### config.mk
export PLATFORM = sky130hd
export DESIGN_NAME = deser_16_64
export DESIGN_NICKNAME = d
export VERILOG_FILES = /design/src/rtl/deser_16_64.sv
export SDC_FILE = /design/constraint.sdc
export NUM_CORES = 1
export LEC_CHECK = 0
export ABC_AREA = 0
export CORE_MARGIN = 1
export CORE_UTILIZATION = 40
export DETAILED_ROUTE_END_ITERATION = 12
export PLACE_DENSITY = 0.78
export SKIP_LAST_GASP = 1
export SLEW_MARGIN = 25
export SYNTH_ARGS = -nofsm -noshare
export SYNTH_HDL_FRONTEND = slang
export SYNTH_SLANG_ARGS = --single-unit
### constraint.sdc
create_clock -name clk -period 4.1 [get_ports clk]
set_input_delay 0.82 -clock clk [delete_from_list [all_inputs] [get_ports clk]]
set_output_delay 0.82 -clock clk [all_outputs]
set_load 0.01 [all_outputs]
### src/rtl/deser_16_64.sv
// deser_16_64: narrow-to-wide deserializer on a valid/stop link; optional flush via DESER_FLUSH_EN
module deser_16_64 #(
  parameter int INWIDTH  = 16,
  parameter int OUTWIDTH = 64,
  parameter int DEPTH    = OUTWIDTH / INWIDTH
) (
  input  logic                clk,
  input  logic                res,
  input  logic [INWIDTH-1:0]  wdata,
  input  logic                valid_in,
  output logic                stop_out,
  output logic [OUTWIDTH-1:0] rdata,
  output logic                valid_out,
  input  logic                stop_in
`ifdef DESER_FLUSH_EN
  ,
  input  logic                flush
`endif
);
  localparam int CW = DEPTH > 1 ? $clog2(DEPTH) : 1;
  localparam logic [CW-1:0] LAST = CW'(DEPTH - 1);
  if (OUTWIDTH % INWIDTH != 0 || DEPTH * INWIDTH != OUTWIDTH) begin : g_chk
    $error("deser_16_64: OUTWIDTH must be DEPTH times INWIDTH");
  end
  logic [CW-1:0]       cnt_q, cnt_d;
  logic [OUTWIDTH-1:0] coll_q, coll_d, rdata_q, rdata_d, shifted;
  logic                valid_out_q, valid_out_d, acc, last, load, fl;
  assign last      = cnt_q == LAST;
  assign stop_out  = last && valid_out_q && stop_in;
  assign acc       = valid_in && !stop_out;
  assign load      = acc && last;
  assign shifted   = (coll_q << INWIDTH) | OUTWIDTH'(wdata);
  assign rdata     = rdata_q;
  assign valid_out = valid_out_q;
`ifdef DESER_FLUSH_EN
  logic [OUTWIDTH-1:0] part;
  assign fl   = flush && cnt_q != '0 && !acc && (!valid_out_q || !stop_in);
  assign part = coll_q << (INWIDTH * (DEPTH - int'(cnt_q)));
`else
  assign fl = 1'b0;
`endif
  // next state: shift slices in, load on the completing word (or flush), drop valid on drain
  always_comb begin
    coll_d      = acc ? shifted : coll_q;
    cnt_d       = acc ? (last ? '0 : cnt_q + CW'(1)) : (fl ? '0 : cnt_q);
    valid_out_d = load || fl || (valid_out_q && stop_in);
`ifdef DESER_FLUSH_EN
    rdata_d     = load ? shifted : (fl ? part : rdata_q);
`else
    rdata_d     = load ? shifted : rdata_q;
`endif
  end
  // state registers with asynchronous reset
  always_ff @(posedge clk or posedge res) begin
    if (res) begin
      cnt_q       <= '0;
      coll_q      <= '0;
      rdata_q     <= '0;
      valid_out_q <= 1'b0;
    end else begin
      cnt_q       <= cnt_d;
      coll_q      <= coll_d;
      rdata_q     <= rdata_d;
      valid_out_q <= valid_out_d;
    end
  end
endmodule
Word level (Yosys, flattened, before mapping)
Cells that the tools add are included.
{"block": "word_totals", "register_bits": 115, "latchBits": 0, "ram_bits": 0, "romBits": 0, "input_bits": 20, "output_inout_bits": 66, "word_cells": 15, "n_memories": 0}
{"block": "op_classes", "addsub": 1, "multipliers": 0, "n_div": 0, "magnitude_cmp": 0, "n_eq_ne": 1, "n_shift": 0, "mux": 1, "n_bitwise": 1, "n_reduce_logical": 7}
{"op": "OR 64 x 16 -> 64 bit", "count": 1}
{"op": "logical AND 1 bit", "count": 5}
{"op": "adder 2 x 1 -> 2 bit, second input constant", "count": 1}
{"op": "equality test 2 bit, second input constant", "count": 1}
{"op": "2-to-1 mux 2 bit", "count": 1}
{"op": "zero test 1 bit", "count": 1}
{"op": "logical OR 1 bit", "count": 1}

Depth between registers and ports, before layout
{"block": "logic_depth", "depth_word": 7, "ltp_mapped": 6, "mapped_depth_nobuf": 4}

Least setup slack after synthesis
Ideal clock, no wire load.
{"block": "synth_path", "kind": "input-to-reg", "from": "input valid_in", "to": "register rdata_q[10], in the netlist rdata[10]", "setup_time_ps": 125, "t_arrival_ps": 1726, "required_time_ps": 3975, "slack_ps": 2249, "path_stages": 4, "n_path_buf": 1, "cell_sequence": "nand2_1 > a21oi_4 > buf_4 > mux2_2"}
{"block": "synth_via", "elab_chain_len": 2}
{"element": "start, declared", "line_no": "10", "text": "input logic valid_in,"}
{"element": "logical AND 1 bit", "line_no": "30", "text": "assign acc = valid_in && !stop_out;"}
{"element": "logical AND 1 bit", "line_no": "31", "text": "assign load = acc && last;"}
{"element": "end signal, assigned", "line_no": "63", "text": "rdata_q <= rdata_d;"}
{"element": "end, declared", "line_no": "26", "text": "logic [OUTWIDTH-1:0] coll_q, coll_d, rdata_q, rdata_d, shifted;"}
Every way passes these cells.
A chain may end at the register's enable or synchronous reset.

Worst setup path in the final report
{"block": "layout_path", "from": "input stop_in", "to": "output stop_out"}
{"block": "layout_via", "elab_chain_len": 1}
{"element": "start, declared", "line_no": "14", "text": "input logic stop_in"}
{"element": "logical AND 1 bit", "line_no": "29", "text": "assign stop_out = last && valid_out_q && stop_in;"}
{"element": "end, declared", "line_no": "11", "text": "output logic stop_out,"}
Every way passes these cells.

==> reports/results.txt <==
Power per Cell Area - 813 mW/mm^2
Fin worst setup slack - 1170 ps
Setup violations, final - 0
Global-route wire length before repair - 12.7 mm
Measured slew at the worst slew-check pin - 861 ps
Routed WL per cell - 15.0 um
Arrival @ worst endpoint - 2110 ps
Endpoints failing hold - 0
Net count after synthesis - 271
Top-level port count - 86
Largest net degree at the start of global routing - 65
Ratio of final minimum period to clock period - 71.4%
Number of enable-type register cells in the synthesized netlist - 0
Buffer count from post-CTS setup fixing - 0
Clock sink count - 115
Clock tree from TritonCTS - yes
Count of unique library cells instantiated by Yosys - 13
Detailed-placement wirelength estimate - 4.59 mm
Clock buffers created by TritonCTS - 17
Fmax - 342 MHz
Post-cts repair resize count - 0
Overall routing resource usage - 14.6%
Filler cell count in the final layout - 885
Slew HR - 42.6%
Beginning of the worst register-to-register path - cnt_q[0]
Crit path kind - in -> out
Final GP Congestion - 0.679
Core ar. - 0.0105 mm^2
I/O Buffers - 85
H-tree levels - 4
Number of warnings reported in the yosys synthesis log - 0
Initial antenna violation count - 0
Depth of the most critical reg-to-reg path - 5
Via count of the first global-routing pass - 2585
Yosys top cell area share - 66.0%
Die area - 0.0113 mm^2
Leak Pwr - 0.00247 uW
Cell with the most instances after synthesis - sky130_fd_sc_hd__dfrtp_1
Total wirelength of the detailed-routed design - 7.41 mm
Number of DRC markers after the initial detailed-route iteration - 71
CTS Root Buffer Type - sky130_fd_sc_hd__clkbuf_8
Highest ir drop seen on vdd - 0.000335 V
Proportion of layout cells with a drive suffix above 1 - 39.5%
Prevailing post-synth register cell - sky130_fd_sc_hd__dfrtp_1
Count of final max-slew check failures - 0
Tmin final - 2930 ps
Syn_area_per_cell - 17.4 um^2
Worst clock skew on the final layout - 18.7 ps
Number of max-capacitance violations reported - 0
RSZ-0062 raised after global routing - false
Post-detailed-route via-to-cell ratio - 4.80
Syn Std Cell Area - 0.00436 mm^2
First-pass DRT Iterations - 3
Post-synthesis cell count - 250
Most frequent cells after synthesis - 115 x sky130_fd_sc_hd__dfrtp_1, 105 x sky130_fd_sc_hd__mux2_2, 10 x sky130_fd_sc_hd__buf_6, 8 x sky130_fd_sc_hd__mux2_1, 3 x sky130_fd_sc_hd__nand2_1
Number of hold buffers added after CTS - 0
Crit. End Element - output pin
Total of flip-flops plus latches after synthesis - 115
Height of the chip - 106 um
Number of cell rows - 37
Final nets - 365
Critical path destination - stop_out
Crit-path max FO - 3
Number of antenna repair diodes - 0
Design area - 0.00590 mm^2
Maximum number of buffers from clock root to sink - 2
Placement Cell Area - 0.00529 mm^2
Final antenna-violating net count - 0
Remaining design rule violation count - 0
Terminus of the critical flop-to-flop path - rdata[60]
Clock slew at reported path FFs - 60 ps
Sequential fraction of the synthesis area - 66.0%
Die span in x - 106 um
Main area contributors after synthesis - sky130_fd_sc_hd__dfrtp_1 66%, sky130_fd_sc_hd__mux2_2 27%, sky130_fd_sc_hd__buf_6 2.6%
Signed area change from the synthesized netlist to the final layout - 35.2%
Path class of the lowest-slack min-delay path - reg -> reg
Global route total overflow - 0
Leading area contributor after synthesis - sky130_fd_sc_hd__dfrtp_1
Data required time of the worst path - 3280 ps
Placement Setup Slack - 1180 ps
Cell count of the worst hold path - 1
Crit. Startpoint - stop_in
Async SR Flop Fraction - 100%
Clock latency on the worst-skew pair - 500 ps
Setup TNS - 0 ps
Outcome - finished clean
Kind of start point of the critical path - input pin
Vias after detailed routing - 2365
Worst-case register-to-register setup slack - 2050 ps
Starting utilization of the core area - 41.7%
## final cells by class
type	count	area, um^2	share of cell area, %
Clock buffer	24	490	8.32
Clock inverter	8	123	2.08
Inverter	1	6.26	0.106
Tap cell	136	170	2.89
Timing Repair Buffer	87	878	14.9
Sequential cell	115	2880	48.8
Multi-Input combinational cell	122	1350	22.9
## registers in the layout (all words and copies together), names as in the netlist
signal	count
valid_out	1
coll_q	48
cnt_q	2
rdata	64
## power by group
group / internal (uW) / switching [uW]
Sequential: 1580 / 243
Clock: 1000 / 490
Combinational: 962 / 516
Total: 3550 / 1250
## critical path, cell delays in order
cell and delay [ps]:
sky130_fd_sc_hd__clkdlybuf4s50_1 550, sky130_fd_sc_hd__and3_4 210, sky130_fd_sc_hd__clkdlybuf4s50_1 520
## cell usage in the layout, fill, tap and decap left out, drive strengths merged
cell type	n
inv	1
dfrtp	115
buf	2
clkinvlp	3
clkinv	2
nand2b	1
a21o	1
clkbuf	24
nand2	3
clkdlybuf4s50	85
bufinv	3
nor3b	1
ha	1
a21oi	1
mux2	113
and3	1
## cells by family after synthesis
group	count (synthesis)	share of synthesized area, %
flip-flops	115	66.0
multiplexers	113	29.2
buffers and inverters	13	3.01
AND/OR/NAND/NOR	6	1.00
AO/OA/AOI/OAI	2	0.545
adder cells (fa/ha/maj)	1	0.287
## through the flow
| stage | instances | total power [uW] | hold WS [ps] | util [%] |
|---|---|---|---|---|
| floorplan | 250 | 2550 | 459 | - |
| global placement | 461 | 3280 | 471 | 50.5 |
| detailed placement | 461 | 3340 | 473 | 50.5 |
| CTS | 493 | 4870 | 487 | 56.4 |
| global route | 493 | 5050 | 513 | 56.4 |
| finish | 493 | 4800 | 483 | 56.4 |
## layer usage
layer / vias to the layer above / GRT usage (%) / share of wire, % / wire, um
met2: 47 / 24.0 / 52 / 3850
li1: 1074 / - / - / -
met3: 5 / 4.90 / 4.2 / 309
met5: - / 0 / 0 / 0
met4: 0 / 6.36 / 0.94 / 70
met1: 1239 / 17.4 / 43 / 3190
## worst min-delay path by stage
| stage | startpoint | to | slack (ps) |
|---|---|---|---|
| final | rdata[23] | rdata[23] | 480 |
| after global routing | rdata[58] | rdata[58] | 510 |
| after CTS | rdata[23] | rdata[23] | 490 |
| after detailed placement | coll_q[42] | rdata[58] | 470 |
| after global placement | rdata[22] | rdata[22] | 470 |
| after floorplan | coll_q[47] | coll_q[47] | 460 |
No activity file was read; power rests on OpenSTA's default activity.
